--- config.mk ---
export PLATFORM = sky130hd
export DESIGN_NAME = alu_bist
export DESIGN_NICKNAME = d
export VERILOG_FILES = /design/src/rtl/alu_bist.sv
export SDC_FILE = /design/constraint.sdc
export NUM_CORES = 1
export LEC_CHECK = 0
export BUFFER_PORTS_ARGS = -buffer_cell sky130_fd_sc_hd__buf_4
export CORE_MARGIN = 1
export CORE_UTILIZATION = 25
export DETAILED_ROUTE_END_ITERATION = 6
export SYNTH_ARGS = -nofsm -noshare
export SYNTH_HDL_FRONTEND = slang
export SYNTH_SLANG_ARGS = --single-unit
--- constraint.sdc ---
create_clock -name clk -period 3.21 [get_ports clk]
set_clock_uncertainty 0.1 [all_clocks]
set_input_delay 0.1605 -clock clk [delete_from_list [all_inputs] [get_ports clk]]
set_output_delay 0.1605 -clock clk [all_outputs]
set_load 0.01 [all_outputs]
--- src/rtl/alu_bist.sv ---
// ---------------------------------------------------------------------------
// alu_bist -- built-in self-test initiator for a 32-bit ALU.
//
// Drives a fixed 11-entry vector table onto the ALU operand/op outputs, waits
// SETTLE_CYCLES cycles for the ALU to settle, then compares the ALU result
// against the table's expected value. Reports a mismatch count and the index
// of the first failing vector.
//
// Ports:
//   clk        rising-edge clock for all state
//   rst        asynchronous, active-high reset
//   start      one-cycle pulse; begins a run (ignored while busy)
//   A_out      operand A to the ALU
//   B_out      operand B to the ALU
//   ALUOp_out  operation select to the ALU
//   ALURes_in  ALU result (combinational from A_out/B_out/ALUOp_out)
//   busy       high while a run is in progress
//   done       high once a run completes, held until next start or reset
//   pass       done and no mismatches
//   err_count  mismatching vectors in the current/last run (saturates at 15)
//   fail_idx   index of the first mismatching vector, 4'hF if none
// ---------------------------------------------------------------------------
module alu_bist #(
    parameter int unsigned SETTLE_CYCLES = 32'd1
) (
    input  logic        clk,
    input  logic        rst,
    input  logic        start,
    output logic [31:0] A_out,
    output logic [31:0] B_out,
    output logic [3:0]  ALUOp_out,
    input  logic [31:0] ALURes_in,
    output logic        busy,
    output logic        done,
    output logic        pass,
    output logic [3:0]  err_count,
    output logic [3:0]  fail_idx
);

    typedef enum logic [2:0] {
        ST_IDLE   = 3'd0,
        ST_DRIVE  = 3'd1,
        ST_SETTLE = 3'd2,
        ST_CHECK  = 3'd3,
        ST_DONE   = 3'd4
    } state_t;

    localparam logic [3:0] SETTLE_LD = SETTLE_CYCLES[3:0];
    localparam logic [3:0] LAST_IDX  = 4'd10;
    localparam logic [3:0] NO_FAIL   = 4'hF;

    state_t      state_r;
    logic [3:0]  idx_r;
    logic [3:0]  cnt_r;

    logic [99:0] vec_s;
    logic [31:0] exp_s;
    logic        mismatch_s;
    logic [3:0]  err_next_s;
    logic [3:0]  fail_next_s;

    // Vector table entry packed as {op[3:0], a[31:0], b[31:0], expected[31:0]}.
    function automatic logic [99:0] vec_f(input logic [3:0] i);
        case (i)
            4'd0:    vec_f = {4'b0000, 32'h0000000A, 32'h00000005, 32'h0000000F};
            4'd1:    vec_f = {4'b1000, 32'h0000000A, 32'h00000014, 32'hFFFFFFF6};
            4'd2:    vec_f = {4'b0001, 32'h00000003, 32'h00000002, 32'h0000000C};
            4'd3:    vec_f = {4'b0010, 32'hFFFFFFFB, 32'h00000003, 32'h00000001};
            4'd4:    vec_f = {4'b0011, 32'hFFFFFFFB, 32'h00000003, 32'h00000000};
            4'd5:    vec_f = {4'b0100, 32'hF0F0F0F0, 32'h0F0F0F0F, 32'hFFFFFFFF};
            4'd6:    vec_f = {4'b0101, 32'hFFFFFFC0, 32'h00000003, 32'h1FFFFFF8};
            4'd7:    vec_f = {4'b1101, 32'hFFFFFFC0, 32'h00000003, 32'hFFFFFFF8};
            4'd8:    vec_f = {4'b0110, 32'hAAAA0000, 32'h0000BBBB, 32'hAAAABBBB};
            4'd9:    vec_f = {4'b0111, 32'hFFFF0000, 32'h00FF00FF, 32'h00FF0000};
            4'd10:   vec_f = {4'b1001, 32'h12345678, 32'h87654321, 32'h87654321};
            default: vec_f = {4'b0000, 32'h00000000, 32'h00000000, 32'h00000000};
        endcase
    endfunction

    // Current vector lookup and next-value computation for the result counters.
    always_comb begin
        vec_s      = vec_f(idx_r);
        exp_s      = vec_s[31:0];
        mismatch_s = (ALURes_in != exp_s);
        if (mismatch_s && (err_count != 4'hF)) begin
            err_next_s = err_count + 4'd1;
        end else begin
            err_next_s = err_count;
        end
        // Only the first failing vector is recorded.
        if (mismatch_s && (fail_idx == NO_FAIL)) begin
            fail_next_s = idx_r;
        end else begin
            fail_next_s = fail_idx;
        end
    end

    // Sequencer FSM with registered ALU drive and status outputs.
    always_ff @(posedge clk or posedge rst) begin
        if (rst) begin
            state_r   <= ST_IDLE;
            idx_r     <= 4'd0;
            cnt_r     <= 4'd0;
            A_out     <= 32'd0;
            B_out     <= 32'd0;
            ALUOp_out <= 4'd0;
            busy      <= 1'b0;
            done      <= 1'b0;
            pass      <= 1'b0;
            err_count <= 4'd0;
            fail_idx  <= NO_FAIL;
        end else begin
            case (state_r)
                ST_IDLE, ST_DONE: begin
                    if (start) begin
                        idx_r     <= 4'd0;
                        err_count <= 4'd0;
                        fail_idx  <= NO_FAIL;
                        done      <= 1'b0;
                        pass      <= 1'b0;
                        busy      <= 1'b1;
                        state_r   <= ST_DRIVE;
                    end else begin
                        state_r   <= state_r;
                    end
                end
                ST_DRIVE: begin
                    ALUOp_out <= vec_s[99:96];
                    A_out     <= vec_s[95:64];
                    B_out     <= vec_s[63:32];
                    cnt_r     <= SETTLE_LD;
                    state_r   <= ST_SETTLE;
                end
                ST_SETTLE: begin
                    // Counter was loaded with SETTLE_CYCLES, so leaving at 1
                    // spends exactly SETTLE_CYCLES cycles here.
                    if (cnt_r <= 4'd1) begin
                        state_r <= ST_CHECK;
                    end else begin
                        cnt_r   <= cnt_r - 4'd1;
                    end
                end
                ST_CHECK: begin
                    err_count <= err_next_s;
                    fail_idx  <= fail_next_s;
                    if (idx_r == LAST_IDX) begin
                        busy    <= 1'b0;
                        done    <= 1'b1;
                        pass    <= (err_next_s == 4'd0);
                        state_r <= ST_DONE;
                    end else begin
                        idx_r   <= idx_r + 4'd1;
                        state_r <= ST_DRIVE;
                    end
                end
                default: begin
                    busy    <= 1'b0;
                    done    <= 1'b0;
                    pass    <= 1'b0;
                    state_r <= ST_IDLE;
                end
            endcase
        end
    end

endmodule

# --- Word-level counts from Yosys, hierarchy flattened ---
# Memories as Yosys holds them, arrays and structs flattened.
# Cells that the tools add are included.
op_classes:
  n_addsub: 3
  magnitude_cmp: 1
  eq_ne: 14
  n_mux: 22
  bitwise: 1
  reduce_logical: 14
ops:
  columns: ["cell", "n"]
  rows:
  - ["32-bit inequality test", 1]
  - ["4-bit one-hot mux with 2 select lines", 4]
  - ["4-bit two-way mux", 6]
  - ["2-bit inequality test (second input constant)", 6]
  - ["3-bit one-hot mux with 4 select lines", 1]
  - ["3-bit two-way mux", 3]
  - ["1-bit one-hot mux with 3 select lines", 3]
  - ["3-bit AND reduction", 3]
  - ["4-bit by 1-bit adder with 4-bit output (second input constant)", 2]
  - ["4-bit == test (second input constant)", 2]
  - ["3-bit by 2-bit == test with 1-bit output (second input constant)", 2]
  - ["2-bit AND reduction", 3]
  - ["1-bit two-way mux", 5]
  - ["4-bit by 1-bit <= comparator with 1-bit output (second input constant)", 1]
  - ["4-bit zero test", 1]
  - ["4-bit inequality test (second input constant)", 1]
  - ["2-bit nonzero test", 2]
  - ["2-bit OR reduction", 2]
  - ["4-bit by 1-bit subtractor with 4-bit output (second input constant)", 1]
  - ["3-bit by 1-bit == test with 1-bit output (second input constant)", 1]
  - ["3-bit == test (second input constant)", 1]
  - ["3-bit zero test", 1]
  - ["1-bit logical AND", 2]
  - ["1-bit NOT", 1]
word_totals:
  ff_bits: 90
  romBits: 1536
  in_bits: 35
  output_inout_bits: 79
  word_cells: 67
  mem_count: 1
memory_table:
  columns: ["name", "words", "word_bits", "read_ports", "rd_clocked_by_memory_dff", "wr", "line_no", "rtl"]
  rows:
  - ["(name not given)", 16, 96, 1, 0, 0, "64", "case (i)"]

# --- Logic depth before layout (Yosys ltp) ---
# Gate-level depths: netlist (run 1).
# An unclocked memory read counts as a cell.
logic_depth:
  word_depth: 7
  ltp_mapped: 13
  ltp_nobuf: 11

# --- Worst setup path before layout (run 1) ---
# OpenSTA, ideal clock, no wires.
synth_timing:
  path_type: "register to register"
  start: "register idx_r[0]"
  end: "register pass"
  setup_time_ps: 127
  t_arrival_ps: 2654
  t_required_ps: 2983
  setup_slack_ps: 329
  path_stages_with_launch: 12
  path_buffers: 1
  period_less_slack_ps: 2881
  cell_sequence: "dfrtp_1 buf_2 inv_1 ha_1 or2_2 a22oi_1 and2_1 o21ai_1 a2111oi_4 a2111oi_0 nor3_1 o21ai_1"
synth_via:
  elab_chain_cells: 7
  elab_cells_between_ends: 10
  classes_between: "eq/ne: 3; mux: 3; reduce/logical: 3; memory: 1"
synth_rtl:
  columns: ["item", "line_no", "rtl"]
  rows:
  - ["start: declaration", "53", "logic [3:0] idx_r;"]
  - ["start signal: assignment", "152", "idx_r <= idx_r + 4'd1;"]
  - ["memory read 16 x 96 bit", null, null]
  - ["32-bit inequality test", "84", "mismatch_s = (ALURes_in != exp_s);"]
  - ["1-bit logical AND", "85", "if (mismatch_s && (err_count != 4'hF)) begin"]
  - ["4-bit two-way mux", "85", null]
  - ["4-bit zero test", "149", "pass <= (err_next_s == 4'd0);"]
  - ["1-bit two-way mux", "146", "if (idx_r == LAST_IDX) begin"]
  - ["1-bit one-hot mux with 3 select lines", "113", "case (state_r)"]
  - ["end signal: assignment", "149", null]
  - ["end: declaration", "35", "output logic pass,"]
# Several ways; a longest one is shown, not always the timed one. The select of a mux whose other input is x is not followed.
# A chain may end at the register's enable or synchronous reset.

# --- Worst setup path after layout (run 1) ---
layout_timing:
  start: "register idx_r[1]"
  end: "register err_count[1]"
layout_via:
  elab_chain_cells: 5
layout_rtl:
  columns: ["item", "line_no", "rtl"]
  rows:
  - ["memory read 16 x 96 bit", null, null]
  - ["32-bit inequality test", "84", null]
  - ["1-bit logical AND", "85", null]
  - ["4-bit two-way mux", "85", null]
  - ["4-bit one-hot mux with 2 select lines", "113", null]
  - ["end signal: assignment", "144", "err_count <= err_next_s;"]
  - ["end: declaration", "36", "output logic [3:0] err_count,"]
# No other way between the ends.

==> flow_summary_export.csv, run 1 <==
group,metric,value,unit
run_status,status,"finished clean",
detailed_routing,post-route-drc-count,0,
worst_setup_path,worstPathRequired,3.36,ns
worst_setup_path,crit_type,"register to register",
cells_and_area,layout.cells.non_filler,701,
die,die_x,125,um
global_route,grt_max_degree,39,
die,coreArea,14600,um2
detailed_routing,ant_nets,0,
detailed_routing,finalWirelength,10.6,mm
sta,fmax,0.331,GHz
worst_hold_path,hold_depth,3,
worst_setup_path,critPathMaxFanout,7,
clock_tree,clk_path_buf_depth,2,
placed_design,gp_congestion,0.868,
worst_setup_path,critPathMaxStageDelay,0.45,ns
die,initial_core_util,25.7,%
sta,setup_violations,0,
cells_and_area,layout_commonest_cell,"buf_4",
sta,fin_crit,3.02,ns
sta,holdWs,0.0858,ns
worst_setup_path,r2r_start,"idx_r[1]",
power,powerDensity,991,nW/um2
die,die_area,15500,um2
power,ir_drop,0.378,mV
worst_setup_path,worstPathCellList,"buf_4 > ha_1 > nor2_1 > nor2_1 > mux2_2 > a31oi_1 > a2111oi_4 > buf_4 > a21oi_4 > a21boi_4 > mux2i_1",
worst_hold_path,hold_path.class,"input pin to register",
clock_tree,cts_tree,"done",
power,leakagePower,2.28,nW
placed_design,dp_hpwl,8.17,mm
sta,slew_viol_final,0,
worst_setup_path,cp.arrival,3.18,ns
global_route,grt_pass1_vias,3337,
synth,syn-mean-instance-area,8.79,um2
worst_setup_path,r2r_slack,0.19,ns
clock_tree,cts_buffers,9,
synth,yosys_warnings,0,
cells_and_area,drive_above_1_share,32.3,%
clock_tree,cts_root_buf,"clkbuf_16",
worst_setup_path,regToRegEndpoint,"err_count[1]",
placed_design,dp_cells,683,
detailed_routing,drt_iter0_markers,231,
cells_and_area,syn_to_final_growth,31.7,%
global_route,grt-ovfl-total,0,
cells_and_area,utilization,33.9,%
worst_setup_path,slowest_stage,"dfrtp_1",
synth,synthArstFlopShare,100,%
global_route,antenna_found_initial,0,
clock_tree,cts.sinks,59,
synth,yosys.area.top_type,"dfrtp_1",
sta,hold_viol_final,0,
cells_and_area,nNetsFinal,557,
job,cap_violations,0,
synth,synth_top_area_share,36.7,%
worst_hold_path,hold_path_end,"done",
detailed_routing,routedWlPerCell,15.1,um
detailed_routing,via_per_inst,4.82,
synth,synth_seq_area_share,39.5,%
synth,synth_edf_count,0,
die,num_io_pins,114,
clock_tree,insertion_delay,0.33,ns
clock_tree,htree_levels,3,
die,die_y,125,um
detailed_routing,first_pass_iters,4,
synth,ys_ff_latch,59,
die,rows,44,
global_route,grt_usage,14.0,%
synth,synth_area_leaders,"dfrtp_1 37%, buf_4 6.4%, nand2_1 5.0%",
clock_tree,clkTransAtPathRegs,0.06,ns
detailed_routing,via_count,3379,
worst_setup_path,reg2reg_depth,11,
worst_setup_path,start_kind,"register",
synth,ys_types,62,
worst_hold_path,hold_path_startpoint,"start",
cells_and_area,fill_cells,1546,
sta,relSlewSlack,44.2,%
sta,tightest_slew,0.836,ns
global_route,grt_pass1_wl,17.3,mm
synth,syn_inst,427,
sta,finalCritPeriodShare,94.2,%
cells_and_area,antenna_cells,0,
placed_design,portBuffers,109,
synth,synth_area,3750,um2
worst_setup_path,end_kind,"register",
synth,ys.flop_type,"dfrtp_1",
cells_and_area,final_cell_mix,"126 x buf_4, 54 x dfrtp_1, 50 x nand2_1, 43 x nor2_1, 28 x o21ai_0",
[per-stage QoR]
stage / worst slack [ns] / setup TNS (ns) / power [W] / area (um2)
global placement: 0.203 / 0 / 0.00374 / 4570
CTS: 0.138 / 0 / 0.00494 / 4930
global route: -0.00607 / -0.00607 / 0.00525 / 4940
floorplan: 0.329 / 0 / 0.00292 / 3760
finish: 0.187 / 0 / 0.00490 / 4940
detailed placement: 0.159 / 0 / 0.00379 / 4570
[synthesized netlist by cell type, types with 4 or more instances]
master and instances:
o21a_1 6, dfstp_2 4, clkbuf_1 12, buf_4 32
o31ai_1 9, nand2b_1 4, a21oi_1 22, buf_1 4
o21ai_0 28, o22a_1 5, o211ai_1 4, a211oi_1 4
nand3_1 4, and3_1 5, dfrtp_1 55, nand2_1 50
nor2_1 43, inv_1 13, ha_1 10, buf_2 4
o22ai_1 4, buf_6 4, and2_1 7, or2_2 4
a21o_1 4, nor3_1 12, a31oi_1 11, mux2i_1 9
[what timing repair did]
action                                 4_1_cts  5_1_grt
gates resized for setup                      0        5
hold buffers                                 1        0
setup buffers                                0        1
endpoints found under the hold margin       33        0
setup endpoints to repair                    0        9
[cells by family after synthesis]
logic type      Yosys count  share of synthesized area (%)
xor+xnor                  5                           1.17
other cells               1                         0.0999
mux                      12                           3.60
simple gates            153                           20.1
compound gates          116                           21.0
fa+ha+maj                10                           3.33
buf+inv                  71                           11.2
flops                    59                           39.5
[flip-flops by register name, indices dropped and copies added, names as in the netlist]
signal / count
done: 1
cnt_r: 4
idx_r: 4
fail_idx: 4
B_out: 17
A_out: 16
err_count: 4
busy: 1
state_r: 3
pass: 1
ALUOp_out: 4
[worst max-delay path by stage]
stage | to | start | cells after the start
floorplan | pass | idx_r[0] | 11
global placement | pass | idx_r[3] | 8
detailed placement | pass | idx_r[1] | 9
CTS | pass | idx_r[1] | 9
global route | pass | idx_r[3] | 8
finish | err_count[1] | idx_r[1] | 11
[report_power, final]
group          leakage, nW  internal, W  switching, W
clock                0.169     0.000780      0.000356
combinational         1.38      0.00112       0.00130
sequential           0.732      0.00105      0.000289
total                 2.28      0.00295       0.00195
[routing by layer]
layer / GRT usage, % / wire length (um) / vias to the layer above
li1: - / - / 1659
met1: 17.7 / 4810 / 1594
met2: 23.2 / 5060 / 106
met3: 3.26 / 565 / 20
met4: 5.03 / 172 / 0
met5: 0 / 0 / -
[area by class of cell]
type                            count  area, um2  share of cell area [%]
Timing Repair Buffer              127        956                    19.3
Inverter                           15       56.3                    1.14
Multi-Input combinational cell    300       1870                    37.8
Clock inverter                      6        111                    2.25
Tap cell                          184        230                    4.66
Sequential cell                    59       1480                    30.0
Clock buffer                       10        239                    4.83
[critical path: cells and delay by family (launching register included)]
| family | cells | cell delay (ns) |
|---|---|---|
| AO/OA/AOI/OAI | 4 | 0.81 |
| adder cells (fa/ha/maj) | 1 | 0.28 |
| buffers and inverters | 2 | 0.39 |
| flip-flops | 1 | 0.45 |
| multiplexers | 2 | 0.58 |
| AND/OR/NAND/NOR | 2 | 0.34 |
(Power assumes the default switching activity.)
==> run 2: changes to the inputs <==
ABC_AREA = 1   (was not set)
==> flow_summary_export.csv, run 2 <==
group,metric,value,unit
worst_setup_path,end_kind,"register",
die,die_area,14900,um2
synth,synth_seq_area_share,41.0,%
detailed_routing,post-route-drc-count,0,
synth,synth_area_leaders,"dfrtp_1 38%, nand2_1 17%, nand3_1 7.6%",
cells_and_area,fill_cells,1505,
synth,ys.flop_type,"dfrtp_1",
synth,ys_types,35,
clock_tree,clkTransAtPathRegs,0.05,ns
detailed_routing,routedWlPerCell,13.1,um
power,pwr-share-comb,50.5,%
clock_tree,cts_tree,"done",
synth,synthArstFlopShare,100,%
detailed_routing,via_per_inst,4.44,
synth,yosys.area.top_type,"dfrtp_1",
sta,rsz0062_at_grt,"no",
clock_tree,insertion_delay,0.32,ns
global_route,grt_max_degree,33,
cells_and_area,syn_to_final_growth,31.9,%
power,ir_drop,0.354,mV
detailed_routing,ant_nets,0,
global_route,grt_usage,13.8,%
sta,relSlewSlack,55.5,%
die,rows,43,
sta,fmax,0.373,GHz
placed_design,dp_hpwl,7.60,mm
cells_and_area,antenna_cells,0,
worst_setup_path,crit_type,"register to register",
synth,yosysMostFrequentCell,"nand2_1",
power,powerDensity,1020,nW/um2
sta,setup_slack,0.530,ns
detailed_routing,finalWirelength,9.99,mm
power,p_int,0.00280,W
sta,slew_viol_final,0,
worst_setup_path,cp.arrival,2.83,ns
placed_design,dp_cells,748,
synth,syn-mean-instance-area,7.33,um2
synth,syn_inst,493,
cells_and_area,largestRegisters,"B_out (17), A_out (16)",
detailed_routing,drt_iter0_markers,199,
detailed_routing,first_pass_iters,4,
global_route,grt-ovfl-total,0,
cells_and_area,drive_above_1_share,26.2,%
detailed_routing,via_count,3393,
sta,setup_violations,0,
synth,yosys_warnings,0,
cells_and_area,layout.cells.non_filler,764,
power,p_switching,0.00205,W
synth,ys_top_cells_by_count,"161 x nand2_1, 55 x dfrtp_1, 55 x nand3_1",
cells_and_area,layout_commonest_cell,"nand2_1",
clock_tree,htree_levels,3,
placed_design,post-place-ws,0.525,ns
sta,tightest_slew,0.666,ns
clock_tree,cts_root_buf,"clkbuf_16",
worst_setup_path,critPathMaxFanout,9,
synth,synth_edf_count,0,
worst_setup_path,start_kind,"register",
die,num_io_pins,114,
cells_and_area,final_cell_mix,"161 x nand2_1, 115 x buf_4, 55 x dfrtp_1, 55 x nand3_1, 49 x inv_1",
placed_design,gp_congestion,0.849,
die,coreArea,14000,um2
power,switching_share,42.2,%
power,leakagePower,2.65,nW
sta,fin_crit,2.68,ns
synth,ys_ff_latch,59,
die,die_x,122,um
global_route,antenna_found_initial,0,
clock_tree,cts-resized-gates,0,
die,initial_core_util,25.8,%
cells_and_area,largest_reg_flops,17,
worst_hold_path,hold_path.class,"input pin to register",
die,die_y,122,um
cells_and_area,nNetsFinal,625,
global_route,grt_pass1_wl,15.9,mm
cells_and_area,top_register,"B_out",
job,cap_violations,0,
sta,finalCritPeriodShare,83.5,%
synth,synth_top_area_share,38.1,%
run_status,status,"finished clean",
sta,setup-tns-final,0,ns
sta,hold_viol_final,0,
clock_tree,cts_setup_buffers,0,
power,seq_power_share,26.6,%
worst_setup_path,worstPathRequired,3.35,ns
synth,synth_area,3620,um2
placed_design,portBuffers,109,
global_route,grt_pass1_vias,3146,
clock_tree,cts_buffers,9,
power,p_clk_share,23.0,%
clock_tree,clk_path_buf_depth,2,
clock_tree,cts.sinks,59,
[run 2: repair_timing]
| action | in CTS | in global routing |
|---|---|---|
| hold endpoints to repair | 31 | 0 |
| setup endpoints to repair | 0 | 0 |
| hold buffers | 1 | 0 |
[run 2: final timing paths]
path                            from     endpoint  slack, ns  cells after the start
max                         idx_r[0]  fail_idx[2]       0.53                     15
min                            start   state_r[2]       0.14                      6
max reg2reg                 idx_r[0]  fail_idx[2]       0.53                     15
min reg2reg                B_out[11]    B_out[11]       0.39                      2
max in group asynchronous        rst  fail_idx[2]       1.73                      4
min in group asynchronous        rst    B_out[18]       0.40                      3
[run 2: power by group through the flow]
stage	logic (W)	clock network, W	registers (W)
finish	0.00245	0.00111	0.00129
detailed placement	0.00246	0	0.00129
floorplan	0.00163	0	0.00133
global route	0.00277	0.00117	0.00133
CTS	0.00247	0.00113	0.00129
global placement	0.00244	0	0.00129
[run 2: kinds of logic after synthesis]
group	synth area share, %
buffers and inverters	14.0
AOI/OAI and AO/OA	7.02
and+or+nand+nor	33.9
adders and majority gates	3.46
other	0.104
xor gates and xnor gates	0.485
DFF	41.0
[run 2: worst max-delay path: stages (launching register included)]
cell and delay [ns]:
dfrtp_1 0.48, inv_2 0.19, ha_1 0.26, nand3_1 0.34, nand2_1 0.16, inv_1 0.05
nand2_1 0.06, nand2_1 0.04, nor2_1 0.08, nand2_1 0.06, nor2_1 0.13, nand3_2 0.17
nand3_2 0.13, nand2_1 0.13, o21ai_0 0.12, o21ai_1 0.10
[run 2: metal layers]
metal | GRT usage, % | routed length (um) | vias up
met4 | 3.43 | 100 | 0
met5 | 0 | 0 | -
met1 | 18.2 | 4600 | 1556
met3 | 3.67 | 634 | 11
met2 | 22.4 | 4650 | 115
li1 | - | - | 1711
[run 2: metrics by stage]
| step | instance area [um2] | util [%] | power [W] | hold slack [ns] |
|---|---|---|---|---|
| after floorplan | 3630 | - | 0.00296 | 0.318 |
| after global placement | 4420 | 31.6 | 0.00374 | 0.209 |
| after detailed placement | 4420 | 31.6 | 0.00376 | 0.209 |
| after CTS | 4770 | 34.1 | 0.00489 | 0.136 |
| after global routing | 4770 | 34.1 | 0.00527 | 0.176 |
| final | 4770 | 34.1 | 0.00484 | 0.144 |
[run 2: layout make-up]
| class | instances | area [um2] | share of cell area (%) |
|---|---|---|---|
| tap | 180 | 225 | 4.72 |
| inverter | 56 | 210 | 4.41 |
| clock inverter | 4 | 98.8 | 2.07 |
| clock buffer | 11 | 243 | 5.09 |
| multi-input combinational | 338 | 1640 | 34.3 |
| sequential | 59 | 1480 | 31.1 |
| timing repair buffer | 116 | 873 | 18.3 |
